## config.mk

```make
export PLATFORM = sky130hd
export DESIGN_NAME = tap_exe_mc
export DESIGN_NICKNAME = d
export VERILOG_FILES = /design/src/rtl/tap_exe_mc.sv
export SDC_FILE = /design/constraint.sdc
export NUM_CORES = 1
export LEC_CHECK = 0
export CAP_MARGIN = 20
export CORE_MARGIN = 2
export CORE_UTILIZATION = 25
export CTS_CLUSTER_SIZE = 8
export DETAILED_ROUTE_END_ITERATION = 8
export GPL_TIMING_DRIVEN = 0
export PLACE_DENSITY = 0.5
export SYNTH_ARGS = -nofsm -noshare
export SYNTH_HDL_FRONTEND = slang
export SYNTH_SLANG_ARGS = --single-unit
export TNS_END_PERCENT = 50
```

## constraint.sdc

```tcl
create_clock -name clk -period 2.67 [get_ports clk]
set_input_delay 0.4005 -clock clk [delete_from_list [all_inputs] [get_ports clk]]
set_output_delay 0.4005 -clock clk [all_outputs]
set_load 0.005 [all_outputs]
```

## src/rtl/tap_exe_mc.sv

```systemverilog
// Multi-channel tap command executor: command decode, per-channel trigger config and threshold trigger FSMs.
// Optional build macro TAP_REARM_EN adds a REARM state that requires a non-hit sample between triggers.
//
// state | meaning
// IDLE  | armed, a qualifying sample fires trig on the next edge
// HOLD  | holdoff countdown after a trigger, hits ignored
// REARM | (TAP_REARM_EN) waits for a valid non-hit sample before arming
module tap_exe_mc #(
  parameter int          N_CH      = 4,
  parameter int          DW        = 14,
  parameter int          CW        = 16,
  parameter logic [3:0]  TARGET_ID = 4'h3
) (
  input  logic                 clk,
  input  logic                 rst_n,
  input  logic                 run,
  input  logic [31:0]          cmd,
  output logic [31:0]          rsp,
  output logic                 rsp_valid,
  input  logic                 smp_valid,
  input  logic [N_CH*DW-1:0]   smp,
  output logic [N_CH-1:0]      trig
);

  typedef enum logic [1:0] {
    ST_IDLE  = 2'd0,
    ST_HOLD  = 2'd1,
    ST_REARM = 2'd2
  } st_e;

  localparam logic [4:0] N_CH5 = 5'(N_CH);

  localparam logic [7:0] I_SET_MODE  = 8'h01;
  localparam logic [7:0] I_SET_THR   = 8'h02;
  localparam logic [7:0] I_SET_EN    = 8'h03;
  localparam logic [7:0] I_SET_HOLD  = 8'h04;
  localparam logic [7:0] I_GET_THR   = 8'h10;
  localparam logic [7:0] I_GET_MODE  = 8'h11;
  localparam logic [7:0] I_GET_CNT   = 8'h12;
  localparam logic [7:0] I_CLR_CNT   = 8'h20;

  logic [2:0]    mode_q [N_CH];
  logic [2:0]    mode_d [N_CH];
  logic [DW-1:0] thr_q  [N_CH];
  logic [DW-1:0] thr_d  [N_CH];
  logic          en_q   [N_CH];
  logic          en_d   [N_CH];
  logic [15:0]   hold_q [N_CH];
  logic [15:0]   hold_d [N_CH];
  logic [CW-1:0] cnt_q  [N_CH];
  logic [CW-1:0] cnt_d  [N_CH];
  logic [15:0]   hcnt_q [N_CH];
  logic [15:0]   hcnt_d [N_CH];
  st_e           st_q   [N_CH];
  st_e           st_d   [N_CH];
  logic [N_CH-1:0] trig_q, trig_d;
  logic [N_CH-1:0] clr;
  logic [31:0]   rsp_q, rsp_d;
  logic          rsp_valid_q, rsp_valid_d;

  logic [7:0]    instr;
  logic [3:0]    ch;
  logic          acc, bcast, ch_ok, is_set, is_get, cmd_ok;
  logic [DW-1:0] sel_thr;
  logic [2:0]    sel_mode;
  logic          sel_en;
  logic [CW-1:0] sel_cnt;
  logic [1:0]    sel_st;

  always_comb begin
    instr  = cmd[27:20];
    ch     = cmd[19:16];
    acc    = run && (cmd[31:28] == TARGET_ID);
    bcast  = (ch == 4'hF);
    ch_ok  = ({1'b0, ch} < N_CH5);
    is_set = (instr == I_SET_MODE) || (instr == I_SET_THR) || (instr == I_SET_EN) ||
             (instr == I_SET_HOLD) || (instr == I_CLR_CNT);
    is_get = (instr == I_GET_THR) || (instr == I_GET_MODE) || (instr == I_GET_CNT);
    cmd_ok = (is_set && (bcast || ch_ok)) || (is_get && ch_ok);

    sel_thr  = '0;
    sel_mode = '0;
    sel_en   = 1'b0;
    sel_cnt  = '0;
    sel_st   = 2'b00;
    for (int c = 0; c < N_CH; c++) begin
      if (ch == 4'(c)) begin
        sel_thr  = thr_q[c];
        sel_mode = mode_q[c];
        sel_en   = en_q[c];
        sel_cnt  = cnt_q[c];
`ifdef TAP_REARM_EN
        sel_st   = st_q[c];
`endif
      end
    end

    rsp_d       = rsp_q;
    rsp_valid_d = 1'b0;
    if (acc) begin
      rsp_valid_d = 1'b1;
      if (!cmd_ok) begin
        rsp_d = {4'hE, cmd[27:0]};
      end else begin
        case (instr)
          I_GET_THR:  rsp_d = {cmd[31:16], 16'(sel_thr)};
          I_GET_MODE: rsp_d = {cmd[31:16], 8'h00, sel_st, 2'b00, sel_en, sel_mode};
          I_GET_CNT:  rsp_d = {cmd[31:16], 16'(sel_cnt)};
          default:    rsp_d = cmd;
        endcase
      end
    end

    for (int c = 0; c < N_CH; c++) begin
      mode_d[c] = mode_q[c];
      thr_d[c]  = thr_q[c];
      en_d[c]   = en_q[c];
      hold_d[c] = hold_q[c];
      clr[c]    = 1'b0;
      if (acc && cmd_ok && is_set && (bcast || ch == 4'(c))) begin
        case (instr)
          I_SET_MODE: mode_d[c] = cmd[2:0];
          I_SET_THR:  thr_d[c]  = cmd[DW-1:0];
          I_SET_EN:   en_d[c]   = cmd[0];
          I_SET_HOLD: hold_d[c] = cmd[15:0];
          I_CLR_CNT:  clr[c]    = 1'b1;
          default:    ;
        endcase
      end
    end
  end

  // Channel trigger FSMs; a same-cycle clear overrides the increment but not the pulse.
  always_comb begin
    logic [DW-1:0] s;
    logic          hit;
    for (int c = 0; c < N_CH; c++) begin
      s   = smp[c*DW +: DW];
      hit = smp_valid && ((mode_q[c][0] && (s > thr_q[c])) ||
                          (mode_q[c][1] && (s == thr_q[c])) ||
                          (mode_q[c][2] && (s < thr_q[c])));
      trig_d[c] = 1'b0;
      cnt_d[c]  = cnt_q[c];
      hcnt_d[c] = hcnt_q[c];
      st_d[c]   = st_q[c];
      if (!en_q[c]) begin
        st_d[c] = ST_IDLE;
      end else begin
        case (st_q[c])
          ST_IDLE: begin
            if (hit) begin
              trig_d[c] = 1'b1;
              cnt_d[c]  = (&cnt_q[c]) ? cnt_q[c] : cnt_q[c] + CW'(1);
              hcnt_d[c] = hold_q[c];
              if (hold_q[c] != 16'd0) st_d[c] = ST_HOLD;
`ifdef TAP_REARM_EN
              else                    st_d[c] = ST_REARM;
`endif
            end
          end
          ST_HOLD: begin
            hcnt_d[c] = hcnt_q[c] - 16'd1;
            if (hcnt_q[c] == 16'd1) begin
`ifdef TAP_REARM_EN
              st_d[c] = ST_REARM;
`else
              st_d[c] = ST_IDLE;
`endif
            end
          end
`ifdef TAP_REARM_EN
          ST_REARM: begin
            if (smp_valid && !hit) st_d[c] = ST_IDLE;
          end
`endif
          default: st_d[c] = ST_IDLE;
        endcase
      end
      if (clr[c]) cnt_d[c] = '0;
    end
  end

  always_ff @(posedge clk or negedge rst_n) begin
    if (!rst_n) begin
      rsp_q       <= '0;
      rsp_valid_q <= 1'b0;
      trig_q      <= '0;
      for (int c = 0; c < N_CH; c++) begin
        mode_q[c] <= 3'b001;
        thr_q[c]  <= '0;
        en_q[c]   <= 1'b0;
        hold_q[c] <= '0;
        cnt_q[c]  <= '0;
        hcnt_q[c] <= '0;
        st_q[c]   <= ST_IDLE;
      end
    end else begin
      rsp_q       <= rsp_d;
      rsp_valid_q <= rsp_valid_d;
      trig_q      <= trig_d;
      for (int c = 0; c < N_CH; c++) begin
        mode_q[c] <= mode_d[c];
        thr_q[c]  <= thr_d[c];
        en_q[c]   <= en_d[c];
        hold_q[c] <= hold_d[c];
        cnt_q[c]  <= cnt_d[c];
        hcnt_q[c] <= hcnt_d[c];
        st_q[c]   <= st_d[c];
      end
    end
  end

  assign rsp       = rsp_q;
  assign rsp_valid = rsp_valid_q;
  assign trig      = trig_q;

endmodule

```

# Yosys cells after proc, flatten, opt, wreduce, memory -nomap -nowiden
# Index checks and enable logic that the tools add are counted.
[word_totals]
regBits = 309
input_bits = 92
out_inout_bits = 37
[classes]
addsub = 8
n_lt_le_gt_ge = 9
n_eq_ne = 45
n_mux = 84
reduce_logical = 102
[ops]
columns = ["operator", "n"]
rows = [
  ["$mux 16", 28],
  ["$pmux 16 s2", 4],
  ["$add 16x1->16 const B", 4],
  ["$eq 16x1->1 const B", 4],
  ["$reduce_and 16->1", 4],
  ["$reduce_bool 16->1", 4],
  ["$sub 16x1->16 const B", 4],
  ["$eq 14x14->1", 4],
  ["$gt 14x14->1", 4],
  ["$lt 14x14->1", 4],
  ["$mux 14", 4],
  ["$pmux 16 s3", 1],
  ["$ne 3x3->1 const B", 12],
  ["$mux 2", 16],
  ["$mux 32", 1],
  ["$reduce_and 2->1", 16],
  ["$reduce_bool 2->1", 16],
  ["$logic_and 1x1->1", 25],
  ["$eq 8x5->1 const B", 3],
  ["$reduce_and 3->1", 8],
  ["$mux 1", 22],
  ["$logic_or 1x1->1", 20],
  ["$eq 8x2->1 const B", 2],
  ["$ne 2x2->1 const B", 8],
  ["other kinds (13)", 30],
]

# Longest topological paths before layout
[logic_depth]
depth_word = 13
mapped_depth = 11
mapped_depth_nobuf = 10

# Least setup slack after synthesis
# Ideal clock, no wire load.
[synth_timing]
path_kind = "input -> register"
start = "input smp[31]"
end = "register hcnt_q[23] (netlist bit)"
setup_time_ps = 116
arrival_time_ps = 2562
slack_ps = -8
cell_stages = 10
path_buffers = 2
path_cell_list = "ha_1 > a21o_1 > a21oi_1 > o221ai_1 > a211oi_2 > mux2i_1 > buf_2 > clkbuf_1 > o211ai_1 > o311ai_0"
[synth_via]
elab_chain_len = 7
elab_cells_between_ends = 11
[synth_lines]
columns = ["element", "line", "rtl"]
rows = [
  ["start, declared", "21", "input logic [N_CH*DW-1:0] smp,"],
  ["$gt 14x14->1 or $eq 14x14->1 (tied branches)", "139, 140", ""],
  ["$logic_and 1x1->1, on equally long branches", "139, 140", ""],
  ["$logic_or 1x1->1", "139", "hit = smp_valid && ((mode_q[c][0] && (s > thr_q[c])) ||"],
  ["$logic_or 1x1->1 (*)", "140", "(mode_q[c][1] && (s == thr_q[c])) ||"],
  ["$logic_and 1x1->1 (*)", "139", ""],
  ["$ne 2x2->1 (no line) (*)", "-", ""],
  ["$reduce_and 3->1 (no line) (*)", "-", ""],
  ["end signal, assigned by index", "207", "hcnt_q[c] <= hcnt_d[c];"],
  ["end, declared", "52", "logic [15:0] hcnt_q [N_CH];"],
]
# Mark *: on every way between the ends. The rest lies on a longest branch, timed or not.
# A chain may end at the register's enable or synchronous reset.

# Worst setup path in the final report
[layout_timing]
start = "register thr_q[9] (netlist bit)"
end = "register hcnt_q[11] (netlist bit)"
[layout_via]
elab_chain_len = 7
elab_cells_between_ends = 11
[layout_lines]
columns = ["element", "line", "rtl"]
rows = [
  ["start, declared", "44", "logic [DW-1:0] thr_q [N_CH];"],
  ["start signal, assigned by index", "203", "thr_q[c] <= thr_d[c];"],
  ["$gt 14x14->1 or $eq 14x14->1 (tied branches)", "139, 140", ""],
  ["$logic_and 1x1->1, on equally long branches", "139, 140", ""],
  ["$logic_or 1x1->1", "139", ""],
  ["$logic_or 1x1->1 (*)", "140", ""],
  ["$logic_and 1x1->1 (*)", "139", ""],
  ["$ne 2x2->1 (no line) (*)", "-", ""],
  ["$reduce_and 3->1 (no line) (*)", "-", ""],
]
# Marks and branches as above.

==> metrics.md <==
| Metric | Value |
|---|---|
| Overall Power | 11.08 mW |
| Seq cells post-synth | 305 |
| 1st-iter DRT viols | 1476 |
| Leakage | 9.874 nW |
| Utilization after layout | 33.09% |
| MaxCap Viol Count | 0 |
| Routed WL per cell | 21.49 µm |
| Setup WS post-layout | -112.6 ps |
| DP Cell Count | 2922 |
| Buf/Inv on CP | 4 |
| ANT cells | 0 |
| Die Y | 270.6 µm |
| Mapped cell area | 17760 µm² |
| GPL Wtd Cong | 0.8906 |
| Clk_skew | 25.25 ps |
| Total GRT Usage | 17.28% |
| R2R cell count | 12 |
| I/O pins | 129 |
| Synth async-reset ratio | 100.0% |
| Most numerous cell in the Yosys netlist | dfrtp_1 |
| Failing checks | setup timing |
| Largest cells by area after synthesis | dfrtp_1, mux2_2, ha_1 |
| Vias | 16050 |
| CP Cell Sequence | inv_2 > ha_4 > a21oi_1 > o21ai_1 > a221o_2 > a2111o_1 > nand4_1 > buf_6 > buf_8 > clkinvlp_4 > o22ai_2 > o21ai_1 |
| Worst-path fanout max | 4 |
| RSZ-0062 raised after global routing | true |
| Slew @ Worst Pin | 1163 ps |
| Vias in the first global route | 15830 |
| Mean cell area of the mapped netlist | 9.575 µm² |
| Port Buffers | 124 |
| Die W | 270.6 µm |
| Worst Hold End | rsp[18]$_DFFE_PN0P_ |
| Synth area leader | dfrtp_1 |
| Number of synthesized flops with an enable pin | 0 |
| Max stage delay on crit path | 470 ps |
| Status | finished, violations left |
| Core area | 70150 µm² |
| Post-DP HPWL | 46580 µm |
| Reg2reg end | hcnt_q[11]$_DFFE_PN0P_ |
| Via-to-Cell Ratio | 5.280 |
| VDD IR max | 0.4504 mV |
| CP max-delay cell | a221o_2 |
| Critical Path End Type | flop |
| H-tree Lvls | 2 |
| Final antenna-violating net count | 0 |
| Clk sink count | 305 |
| Inserted Clock Buffers | 44 |
| Gate Count Post-Synth | 1855 |
| CTS tree | built |
| Pin count of the biggest net entering global routing | 112 |
| Area Growth Syn to Fin | 30.67% |
| Main synth FF type | dfrtp_1 |
| WS Path Type | flop to flop |
| Seq/Total Area, Yosys | 43.00% |
| Hold crit path type | primary input to flop |
| Clock Root Buffer | clkbuf_16 |
| Fin cells | 3040 |
| Max Transition Viols Final | 0 |
| PD cells | 477.5 nW/µm² |
| Share of cells above drive strength 1 | 24.38% |
| Slew HR | 22.44% |
| Fin crit share | 104.2% |
| R2R setup slack | -110 ps |
| # setup viols final | 20 |
| Initial Utilization | 25.32% |
| Later-pin clock latency in the skew report | 590 ps |
| WP data required | 3130 ps |
| CTS Buffer Depth | 3 |
| Die area | 73200 µm² |
| Post-Syn Nets | 2015 |
| CP most frequent cell | o21ai_1 |
| Final Hold Fails | 0 |
| Ys Warns | 0 |
| Setup Slack @ Placement | -1598 ps |
| First-pass GRT wire length | 98060 µm |
| F_max | 0.3594 GHz |
| Drt pass-1 iters | 5 |
| Fin nets | 2240 |
| Critical path's top delay family | compound AO/OA/AOI/OAI gates |
| Startpoint Class | flop |
| Worst hold slack | 132.2 ps |
| Yosys cell types | 89 |
| Final Critical Period | 2783 ps |
| Synth top cells by count | dfrtp_1, nand2_1, mux2_2 |
| Cell Rows | 97 |
| Beginning of the worst hold path | cmd[18] |
| FF-to-FF Start | thr_q[9]$_DFFE_PN0P_ |
| Share of the synthesized area in the top cell type | 42.41% |
| Hold path cells | 3 |
| DRC | 0 |
| Initial antenna violation count | 5 |
| Clock transition at path regs | 50 ps |
| Total gr overflow | 0 |
| Worst path arrival time | 3240 ps |
| DRT Wirelength | 65320 µm |
==> cell usage in the layout (no fill, tap or decap), drive strengths merged, types with 32 or more instances in the layout <==
master,n
buf,86
nand3,77
mux2,167
nand2,205
clkbuf,125
nand4,33
nor4,33
a21oi,118
o21ai,85
mux2i,41
o31ai,32
nor2,94
clkdlybuf4s50,123
o22ai,39
ha,68
inv,104
dfrtp,301
nor3,52
==> routing by layer <==
| metal | vias to the layer above | GRT usage, % | wire length [µm] |
|---|---|---|---|
| li1 | 7314 | - | - |
| met1 | 8126 | 23.96 | 29380 |
| met2 | 515 | 27.50 | 29940 |
| met3 | 93 | 3.390 | 4291 |
| met4 | 2 | 4.347 | 1686 |
| met5 | - | 0 | 16 |
==> metrics by stage <==
stage | instance area (µm²) | TNS, ps
2_1_floorplan | 17770 | 0
6_report | 23210 | -1013
5_1_grt | 23210 | -4054
4_1_cts | 22120 | -1271
3_5_place_dp | 20260 | -196540
3_3_place_gp | 20180 | -4146940
==> final cells by class <==
class	instances	area, µm²
clock buffers	62	1179
inverters	104	404.1
multi-input cells	1352	10360
clock inverters	4	50.05
plain buffers	92	583.1
well taps	940	1176
fillers	7252	46940
flip-flops and latches	305	7637
repair buffers	181	1815
==> power by group <==
part	total, mW	internal [mW]	switching (mW)
Combinational	1.06	0.465	0.590
Sequential	4.78	4.72	0.0537
Clock	5.25	3.04	2.21
Total	11.1	8.23	2.85
==> repair_timing <==
action,4_1_cts,5_1_grt
endpoints found under the hold margin,85,0
cloned,0,5
hold buffers,1,0
setup buffers,23,25
endpoints found under the setup margin,177,172
resized for setup,109,181
pin swaps,43,87
==> flip-flops by register name (all words and copies together), names as in the netlist <==
register,flops
thr_q,56
rsp,32
en_q,4
hcnt_q,64
hold_q,64
mode_q,12
rsp_valid,1
cnt_q,64
trig,4
st_q,4
==> logic make-up (layout without fill, tap and decap cells) <==
group | Yosys count | count (layout) | synth area share (%)
muxes | 210 | 210 | 13.26
AOI/OAI and AO/OA | 417 | 417 | 15.35
buffers and inverters | 198 | 443 | 4.473
and+or+nand+nor | 655 | 655 | 19.03
xor gates and xnor gates | 2 | 2 | 0.09864
DFF | 305 | 305 | 43.00
adders and majority gates | 68 | 68 | 4.790
==> worst max path at each step <==
stage                           from                      to  slack (ps)  depth (start not counted)
3_5_place_dp                 smp[40]   cnt_q[28]$_DFFE_PN0P_       -1600                         11
4_1_cts        thr_q[11]$_DFFE_PN0P_  hcnt_q[11]$_DFFE_PN0P_        -120                         12
5_1_grt        thr_q[11]$_DFFE_PN0P_  hcnt_q[11]$_DFFE_PN0P_        -170                         12
6_report        thr_q[9]$_DFFE_PN0P_  hcnt_q[11]$_DFFE_PN0P_        -110                         12
2_1_floorplan                smp[31]  hcnt_q[23]$_DFFE_PN0P_          30                         10
3_3_place_gp                   rst_n  hcnt_q[55]$_DFFE_PN0P_      -12930                          1
==> worst min-delay path: stages <==
cell and delay [ps]:
buf_2 150, nand2_1 70, nand2_1 40
Power figures use the tool's default switching activity.
